<file path="src/rtl/npu_gemm_pkg.sv">
// Shared types and width helpers for the GEMM drive-side feeder.
package npu_gemm_pkg;

    localparam int unsigned PKG_ARRAY_SIZE = 16;
    localparam int unsigned STREAM_LEN     = 2 * PKG_ARRAY_SIZE - 1;

    typedef enum logic [2:0] {
        ST_IDLE,
        ST_CLEAR,
        ST_LOAD,
        ST_WAIT_ARRAY,
        ST_START,
        ST_STREAM,
        ST_WAIT_DONE,
        ST_DONE
    } feeder_state_t;

    // Bits needed to index n entries (0..n-1).
    function automatic int unsigned idx_width(input int unsigned n);
        return (n > 1) ? $clog2(n) : 1;
    endfunction

    // Bits needed to count 0..n inclusive.
    function automatic int unsigned cnt_width(input int unsigned n);
        return $clog2(n + 1);
    endfunction

    // Cycles needed to stream a fully skewed n-wide tile.
    function automatic int unsigned stream_len(input int unsigned n);
        return 2 * n - 1;
    endfunction

endpackage

</file>
<file path="src/rtl/gemm_act_buffer.sv">
// Activation tile buffer: N vectors of N elements, one vector write port and
// a combinational diagonally-skewed read port indexed by stream step s.
//   clk       : clock
//   i_we      : write strobe for one activation vector
//   i_waddr   : vector index k
//   i_wdata   : vector k, element c in bits [c*DW +: DW]
//   i_s       : stream step
//   o_skew_c  : element c = buf[s-c][c] when 0 <= s-c < N, else 0
module gemm_act_buffer
    import npu_gemm_pkg::*;
#(
    parameter int unsigned ARRAY_SIZE = PKG_ARRAY_SIZE,
    parameter int unsigned DATA_WIDTH = 8
) (
    input  logic                               clk,
    input  logic                               i_we,
    input  logic [$clog2(ARRAY_SIZE)-1:0]      i_waddr,
    input  logic [ARRAY_SIZE*DATA_WIDTH-1:0]   i_wdata,
    input  logic [$clog2(2*ARRAY_SIZE)-1:0]    i_s,
    output logic [ARRAY_SIZE*DATA_WIDTH-1:0]   o_skew_c
);

    localparam int unsigned IW = idx_width(ARRAY_SIZE);
    localparam int unsigned SW = idx_width(2 * ARRAY_SIZE);
    localparam int unsigned DW = DATA_WIDTH;
    localparam int unsigned VW = ARRAY_SIZE * DATA_WIDTH;

    logic [VW-1:0] r_mem [ARRAY_SIZE];
    logic [SW:0]   w_k;

    // Vector write; contents are don't-care until written, so no reset.
    always_ff @(posedge clk) begin
        if (i_we) begin
            r_mem[i_waddr] <= i_wdata;
        end
    end

    // Skewed read: s - c underflows into the extra MSB when column c has not
    // started yet, which doubles as the "before window" test.
    always_comb begin
        o_skew_c = '0;
        w_k      = '0;
        for (int c = 0; c < ARRAY_SIZE; c++) begin
            w_k = {1'b0, i_s} - (SW+1)'(c);
            if (!w_k[SW] && (w_k < (SW+1)'(ARRAY_SIZE))) begin
                o_skew_c[c*DW +: DW] = r_mem[w_k[IW-1:0]][c*DW +: DW];
            end
        end
    end

endmodule

</file>
<file path="src/rtl/gemm_feeder.sv">
// Drive-side sequencer for the weight-stationary systolic array: takes a tile
// command, collects N weight rows and N activation vectors, pushes weights
// row by row, starts the array and streams skewed activations.
//   clk, rst                     : clock, synchronous active-high reset
//   cmd_valid/cmd_ready/cmd_clear: tile command (clear_acc before load)
//   w_valid/w_ready/w_data       : weight-row stream
//   a_valid/a_ready/a_data       : activation-vector stream
//   load_weights/weight_row/weight_in : array weight load port
//   start_compute, clear_acc     : one-cycle array strobes
//   activation_in/activation_valid : skewed activation stream
//   array_busy                   : array status
//   busy, done                   : feeder status, tile-complete pulse
module gemm_feeder
    import npu_gemm_pkg::*;
#(
    parameter int unsigned ARRAY_SIZE = PKG_ARRAY_SIZE,
    parameter int unsigned DATA_WIDTH = 8
) (
    input  logic                               clk,
    input  logic                               rst,
    input  logic                               cmd_valid,
    output logic                               cmd_ready,
    input  logic                               cmd_clear,
    input  logic                               w_valid,
    output logic                               w_ready,
    input  logic [ARRAY_SIZE*DATA_WIDTH-1:0]   w_data,
    input  logic                               a_valid,
    output logic                               a_ready,
    input  logic [ARRAY_SIZE*DATA_WIDTH-1:0]   a_data,
    output logic                               load_weights,
    output logic [$clog2(ARRAY_SIZE)-1:0]      weight_row,
    output logic [ARRAY_SIZE*DATA_WIDTH-1:0]   weight_in,
    output logic                               start_compute,
    output logic                               clear_acc,
    output logic [ARRAY_SIZE*DATA_WIDTH-1:0]   activation_in,
    output logic                               activation_valid,
    input  logic                               array_busy,
    output logic                               busy,
    output logic                               done
);

    localparam int unsigned IW   = idx_width(ARRAY_SIZE);
    localparam int unsigned CW   = cnt_width(ARRAY_SIZE);
    localparam int unsigned SW   = idx_width(2 * ARRAY_SIZE);
    localparam int unsigned VW   = ARRAY_SIZE * DATA_WIDTH;
    localparam int unsigned SLEN = stream_len(ARRAY_SIZE);

    feeder_state_t r_state, w_state_nxt;
    logic [CW-1:0] r_wcnt, w_wcnt_nxt;
    logic [CW-1:0] r_acnt, w_acnt_nxt;
    logic [SW-1:0] r_s, w_s_nxt;

    logic          w_cmd_acc, w_w_acc, w_a_acc;
    logic [VW-1:0] w_skew_c;

    logic          w_cmd_ready_nxt, w_w_ready_nxt, w_a_ready_nxt;
    logic          w_load_nxt, w_start_nxt, w_clear_nxt;
    logic          w_act_valid_nxt, w_busy_nxt, w_done_nxt;
    logic [IW-1:0] w_row_nxt;
    logic [VW-1:0] w_win_nxt, w_act_nxt;

    assign w_cmd_acc = cmd_valid & cmd_ready;
    assign w_w_acc   = w_valid & w_ready;
    assign w_a_acc   = a_valid & a_ready;

    gemm_act_buffer #(
        .ARRAY_SIZE (ARRAY_SIZE),
        .DATA_WIDTH (DATA_WIDTH)
    ) u_act_buffer (
        .clk      (clk),
        .i_we     (w_a_acc),
        .i_waddr  (r_acnt[IW-1:0]),
        .i_wdata  (a_data),
        .i_s      (w_s_nxt),
        .o_skew_c (w_skew_c)
    );

    // State, counters and all registered outputs.
    always_ff @(posedge clk) begin
        if (rst) begin
            r_state          <= ST_IDLE;
            r_wcnt           <= '0;
            r_acnt           <= '0;
            r_s              <= '0;
            cmd_ready        <= 1'b1;
            w_ready          <= 1'b0;
            a_ready          <= 1'b0;
            load_weights     <= 1'b0;
            weight_row       <= '0;
            weight_in        <= '0;
            start_compute    <= 1'b0;
            clear_acc        <= 1'b0;
            activation_in    <= '0;
            activation_valid <= 1'b0;
            busy             <= 1'b0;
            done             <= 1'b0;
        end else begin
            r_state          <= w_state_nxt;
            r_wcnt           <= w_wcnt_nxt;
            r_acnt           <= w_acnt_nxt;
            r_s              <= w_s_nxt;
            cmd_ready        <= w_cmd_ready_nxt;
            w_ready          <= w_w_ready_nxt;
            a_ready          <= w_a_ready_nxt;
            load_weights     <= w_load_nxt;
            weight_row       <= w_row_nxt;
            weight_in        <= w_win_nxt;
            start_compute    <= w_start_nxt;
            clear_acc        <= w_clear_nxt;
            activation_in    <= w_act_nxt;
            activation_valid <= w_act_valid_nxt;
            busy             <= w_busy_nxt;
            done             <= w_done_nxt;
        end
    end

    // Next state, counters and next-cycle output values.
    always_comb begin
        w_state_nxt = r_state;
        w_wcnt_nxt  = r_wcnt;
        w_acnt_nxt  = r_acnt;
        w_s_nxt     = r_s;

        unique case (r_state)
            ST_IDLE: begin
                if (w_cmd_acc) begin
                    w_wcnt_nxt  = '0;
                    w_acnt_nxt  = '0;
                    w_state_nxt = cmd_clear ? ST_CLEAR : ST_LOAD;
                end
            end
            ST_CLEAR: w_state_nxt = ST_LOAD;
            ST_LOAD: begin
                if (w_w_acc) w_wcnt_nxt = r_wcnt + CW'(1);
                if (w_a_acc) w_acnt_nxt = r_acnt + CW'(1);
                if ((w_wcnt_nxt == CW'(ARRAY_SIZE)) && (w_acnt_nxt == CW'(ARRAY_SIZE))) begin
                    w_state_nxt = ST_WAIT_ARRAY;
                end
            end
            ST_WAIT_ARRAY: begin
                if (!array_busy) w_state_nxt = ST_START;
            end
            ST_START: begin
                w_s_nxt     = '0;
                w_state_nxt = ST_STREAM;
            end
            ST_STREAM: begin
                if (r_s == SW'(SLEN - 1)) begin
                    w_state_nxt = ST_WAIT_DONE;
                end else begin
                    w_s_nxt = r_s + SW'(1);
                end
            end
            ST_WAIT_DONE: begin
                if (!array_busy) w_state_nxt = ST_DONE;
            end
            ST_DONE:  w_state_nxt = ST_IDLE;
            default:  w_state_nxt = ST_IDLE;
        endcase

        // Outputs are derived from the next state so they line up with it.
        w_cmd_ready_nxt = (w_state_nxt == ST_IDLE);
        w_w_ready_nxt   = (w_state_nxt == ST_LOAD) && (w_wcnt_nxt < CW'(ARRAY_SIZE));
        w_a_ready_nxt   = (w_state_nxt == ST_LOAD) && (w_acnt_nxt < CW'(ARRAY_SIZE));
        w_clear_nxt     = (w_state_nxt == ST_CLEAR);
        w_start_nxt     = (w_state_nxt == ST_START);
        w_act_valid_nxt = (w_state_nxt == ST_STREAM);
        w_act_nxt       = (w_state_nxt == ST_STREAM) ? w_skew_c : '0;
        w_busy_nxt      = (w_state_nxt != ST_IDLE);
        w_done_nxt      = (w_state_nxt == ST_DONE);

        // Weight rows pass straight through, one cycle after acceptance.
        w_load_nxt = w_w_acc;
        w_row_nxt  = w_w_acc ? r_wcnt[IW-1:0] : weight_row;
        w_win_nxt  = w_w_acc ? w_data : weight_in;
    end

endmodule

</file>
<file path="config.mk">
export PLATFORM = sky130hd
export DESIGN_NAME = gemm_feeder
export DESIGN_NICKNAME = d
export VERILOG_FILES = /design/src/rtl/npu_gemm_pkg.sv /design/src/rtl/gemm_act_buffer.sv /design/src/rtl/gemm_feeder.sv
export SDC_FILE = /design/constraint.sdc
export NUM_CORES = 2
export LEC_CHECK = 0
export BUFFER_PORTS_ARGS = -buffer_cell sky130_fd_sc_hd__buf_4
export CAP_MARGIN = 10
export CORE_ASPECT_RATIO = 1.4
export CORE_MARGIN = 4
export CORE_UTILIZATION = 50
export CTS_CLUSTER_DIAMETER = 200
export DETAILED_ROUTE_END_ITERATION = 10
export HOLD_SLACK_MARGIN = 0.05
export PLACE_DENSITY_LB_ADDON = 0.05
export SYNTH_ARGS = -nofsm -noshare
export SYNTH_HDL_FRONTEND = slang
export SYNTH_SLANG_ARGS = --single-unit
</file>
<file path="constraint.sdc">
create_clock -name clk -period 18.05 [get_ports clk]
set_input_delay 3.61 -clock clk [delete_from_list [all_inputs] [get_ports clk]]
set_output_delay 3.61 -clock clk [all_outputs]
set_load 0.005 [all_outputs]
</file>
==> results.yml <==
synth:
  synth_fp_nets: 6260
  netlist_instances: 5975
  async_reset_ff_share_pct: 0
  ys_seq_elements: 2335
  avgSynthCellArea_sq_um: 14.8
  synth_edf_count: 2048
  yosys_warnings: 0
  ys.flop_type: "edfxtp_1"
  ys_types: 70
  yosysSeqAreaShare_pct: 76.0
  synth_area_sq_mm: 0.0885
finish:
  layout_common_cells: "edfxtp_1, nand2_1, buf_4"
  multiInputGateArea_sq_mm: 0.0199
  area_growth_pct: 15.3
  fin_nets: 6726
  nFillCells: 13800
  final_common_cell: "edfxtp_1"
  final_cell_count_no_fill: 8953
  drive_above_1_share_pct: 17.8
  register_area_sq_mm: 0.0672
setup_path:
  r2r_start: "r_s[0]"
  critPathTopFamily: "simple AND/OR/NAND/NOR gates"
  critPathArrivalTime_ps: 7020
  path_buf_inv: 1
  cp-startpoint: "w_valid"
  setup.worst_path.start_class: "input pin"
  cp_cell_sequence: "buf_4 > nand2_4 > o21ai_0 > nor4b_1 > nand4_1 > and2_1 > a2111oi_2 > nand2b_1 > o22ai_1"
  worstPathRequired_ps: 18790
  critical_path_class: "in -> reg"
  cp_max_fo: 59
  cp_slowest_cell: "a2111oi_2"
  slowest_delay_ps: 890
  endpoint_kind: "register"
place:
  place.gp.congestion: 0.795
  place_hpwl_microns: 126000
  io_buffers: 531
  dpl.cell_count: 8523
pwr:
  p_total_w: 0.0109
  power.density_mw_per_mm2: 106
  p_leak_nw: 35.2
  irDropWorstVdd_mv: 0.108
job:
  maxCapViolCount: 0
status:
  status: "finished clean"
sta:
  clock_skew_ps: 28.6
  hold_ws_ps: 454
  setup_tns_ps: 0
  slew_headroom_pct: 21.4
  hold_viol_final: 0
  rsz0062_at_grt: "no"
  finalCritPeriodShare_pct: 34.8
  min_period_ps: 6280
  worst_pin_slew_ps: 1180
  max_freq_ghz: 0.159
  finalSetupViolCount: 0
  final_max_slew_viol_count: 0
global_route:
  grt_pass1_vias: 51400
  grt_usage_pct: 25.6
  grt.overflow.total: 0
  grt_max_degree: 193
  grt_pass1_wl_microns: 350000
  antenna_found_initial: 28
clock_network:
  clock-sinks: 2335
  clkTransAtPathRegs_ps: 60
  htree_levels: 4
  cts_resized: 0
  tritoncts: "done"
  cts-hold-fix-buffers: 0
  cts_inserted_buffers: 216
  clk_latency_ps: 840
  post_cts_buffers: 0
  clk_path_buf_depth: 3
  root_buffer: "clkbuf_16"
floorplan:
  num_io_pins: 532
  start_util_pct: 50.3
  coreArea_sq_mm: 0.176
  placementRows: 182
  dieArea_sq_mm: 0.184
  fp.dieH_microns: 506
  die_w_microns: 364
routing:
  wirelength_microns: 239000
  ant_nets: 0
  routed_via_density: 5.83
  drt_iter0_markers: 4892
  wl_per_cell_microns: 26.7
  drc: 0
  first_pass_iters: 5
  vias: 52200
hold_path:
  min_from: "weight_in[34]"
  holdCritPathClass: "reg -> reg"
[power breakdown]
group	switching [W]	total (W)	internal [W]
Sequential	0.0000256	0.00595	0.00592
Clock	0.00195	0.00456	0.00262
Combinational	0.000231	0.000354	0.000123
[final timing paths]
kind	to	slack [ps]	cells past startpoint
max	activation_in[40]	11770	9
min	weight_in[34]	450	2
max reg2reg	activation_in[40]	12020	14
min reg2reg	weight_in[34]	450	2
[registers in the layout (all words and copies together) (netlist names), 3 cells and up]
| name | count |
|---|---|
| r_state | 3 |
| activation_in | 128 |
| weight_row | 4 |
| r_acnt | 5 |
| u_act_buffer.r_mem | 2048 |
| r_s | 5 |
| weight_in | 128 |
| r_wcnt | 5 |
[final cells by class]
class | count | share of cell area, %
inverter | 14 | 0.0687
clock buffer | 316 | 6.11
antenna | 16 | 0.0392
clock inverter | 98 | 0.883
timing repair buffer | 623 | 4.73
tap | 2300 | 2.82
multi-input combinational | 3251 | 19.5
sequential | 2335 | 65.9
[layer usage]
metal / vias up / GRT usage [%] / wire, microns
met1: 26800 / 34.9 / 98400
met3: 374 / 5.22 / 17100
li1: 23400 / - / -
met5: - / 0 / 120
met2: 1708 / 42.1 / 116000
met4: 20 / 7.71 / 7090
[stage by stage]
step / worst slack (ps) / utilization, % / instance area [sq um]
floorplan: 4590 / - / 88500
global placement: 10770 / 54.0 / 94900
detailed placement: 10850 / 54.0 / 94900
CTS: 11790 / 58.0 / 102000
global route: 11550 / 58.0 / 102000
finish: 11770 / 58.0 / 102000
[tightest hold or removal path: stages (launching register included)]
cell,delay (ps)
dfxtp_1,310
nand2_1,50
a21oi_1,50
[kinds of logic (layout without fill, tap and decap cells)]
logic type,after synthesis,after routing,synth area share [%]
AO/OA/AOI/OAI,586,586,4.49
XOR/XNOR,19,19,0.243
adder cells (fa/ha/maj),22,22,0.311
buffers and inverters,389,1051,1.93
flip-flops,2335,2335,76.0
multiplexers,261,261,5.62
other,0,16,0
AND/OR/NAND/NOR,2363,2363,11.4
[cell usage after synthesis, drive strengths merged (3+ instances only)]
master	count	area, sq um
mux2	8	90.1
a21boi	11	82.6
mux4	188	4230
nand4	37	231
nand2b	10	70.1
o21a	6	45.0
xor2	5	51.3
edfxtp	2048	61500
o21ai	46	230
mux2i	65	651
buf	183	931
o211ai	3	22.5
ha	22	275
a311o	8	80.1
nor2b	27	169
inv	14	55.1
nand3b	6	45.0
nand2	1617	6070
xnor2	14	164
a21oi	160	808
o22ai	57	357
clkbuf	192	721
a32oi	16	140
a211oi	18	135
and3	154	963
nor2	42	158
nand3	415	2080
a311oi	147	1290
a2111oi	3	32.5
nor3	28	140
and2	8	50.1
a31oi	96	601
and4	3	26.3
o32ai	3	52.6
dfxtp	287	5750
or3	4	25.0
Note: power is estimated with default switching activity, not from simulation.
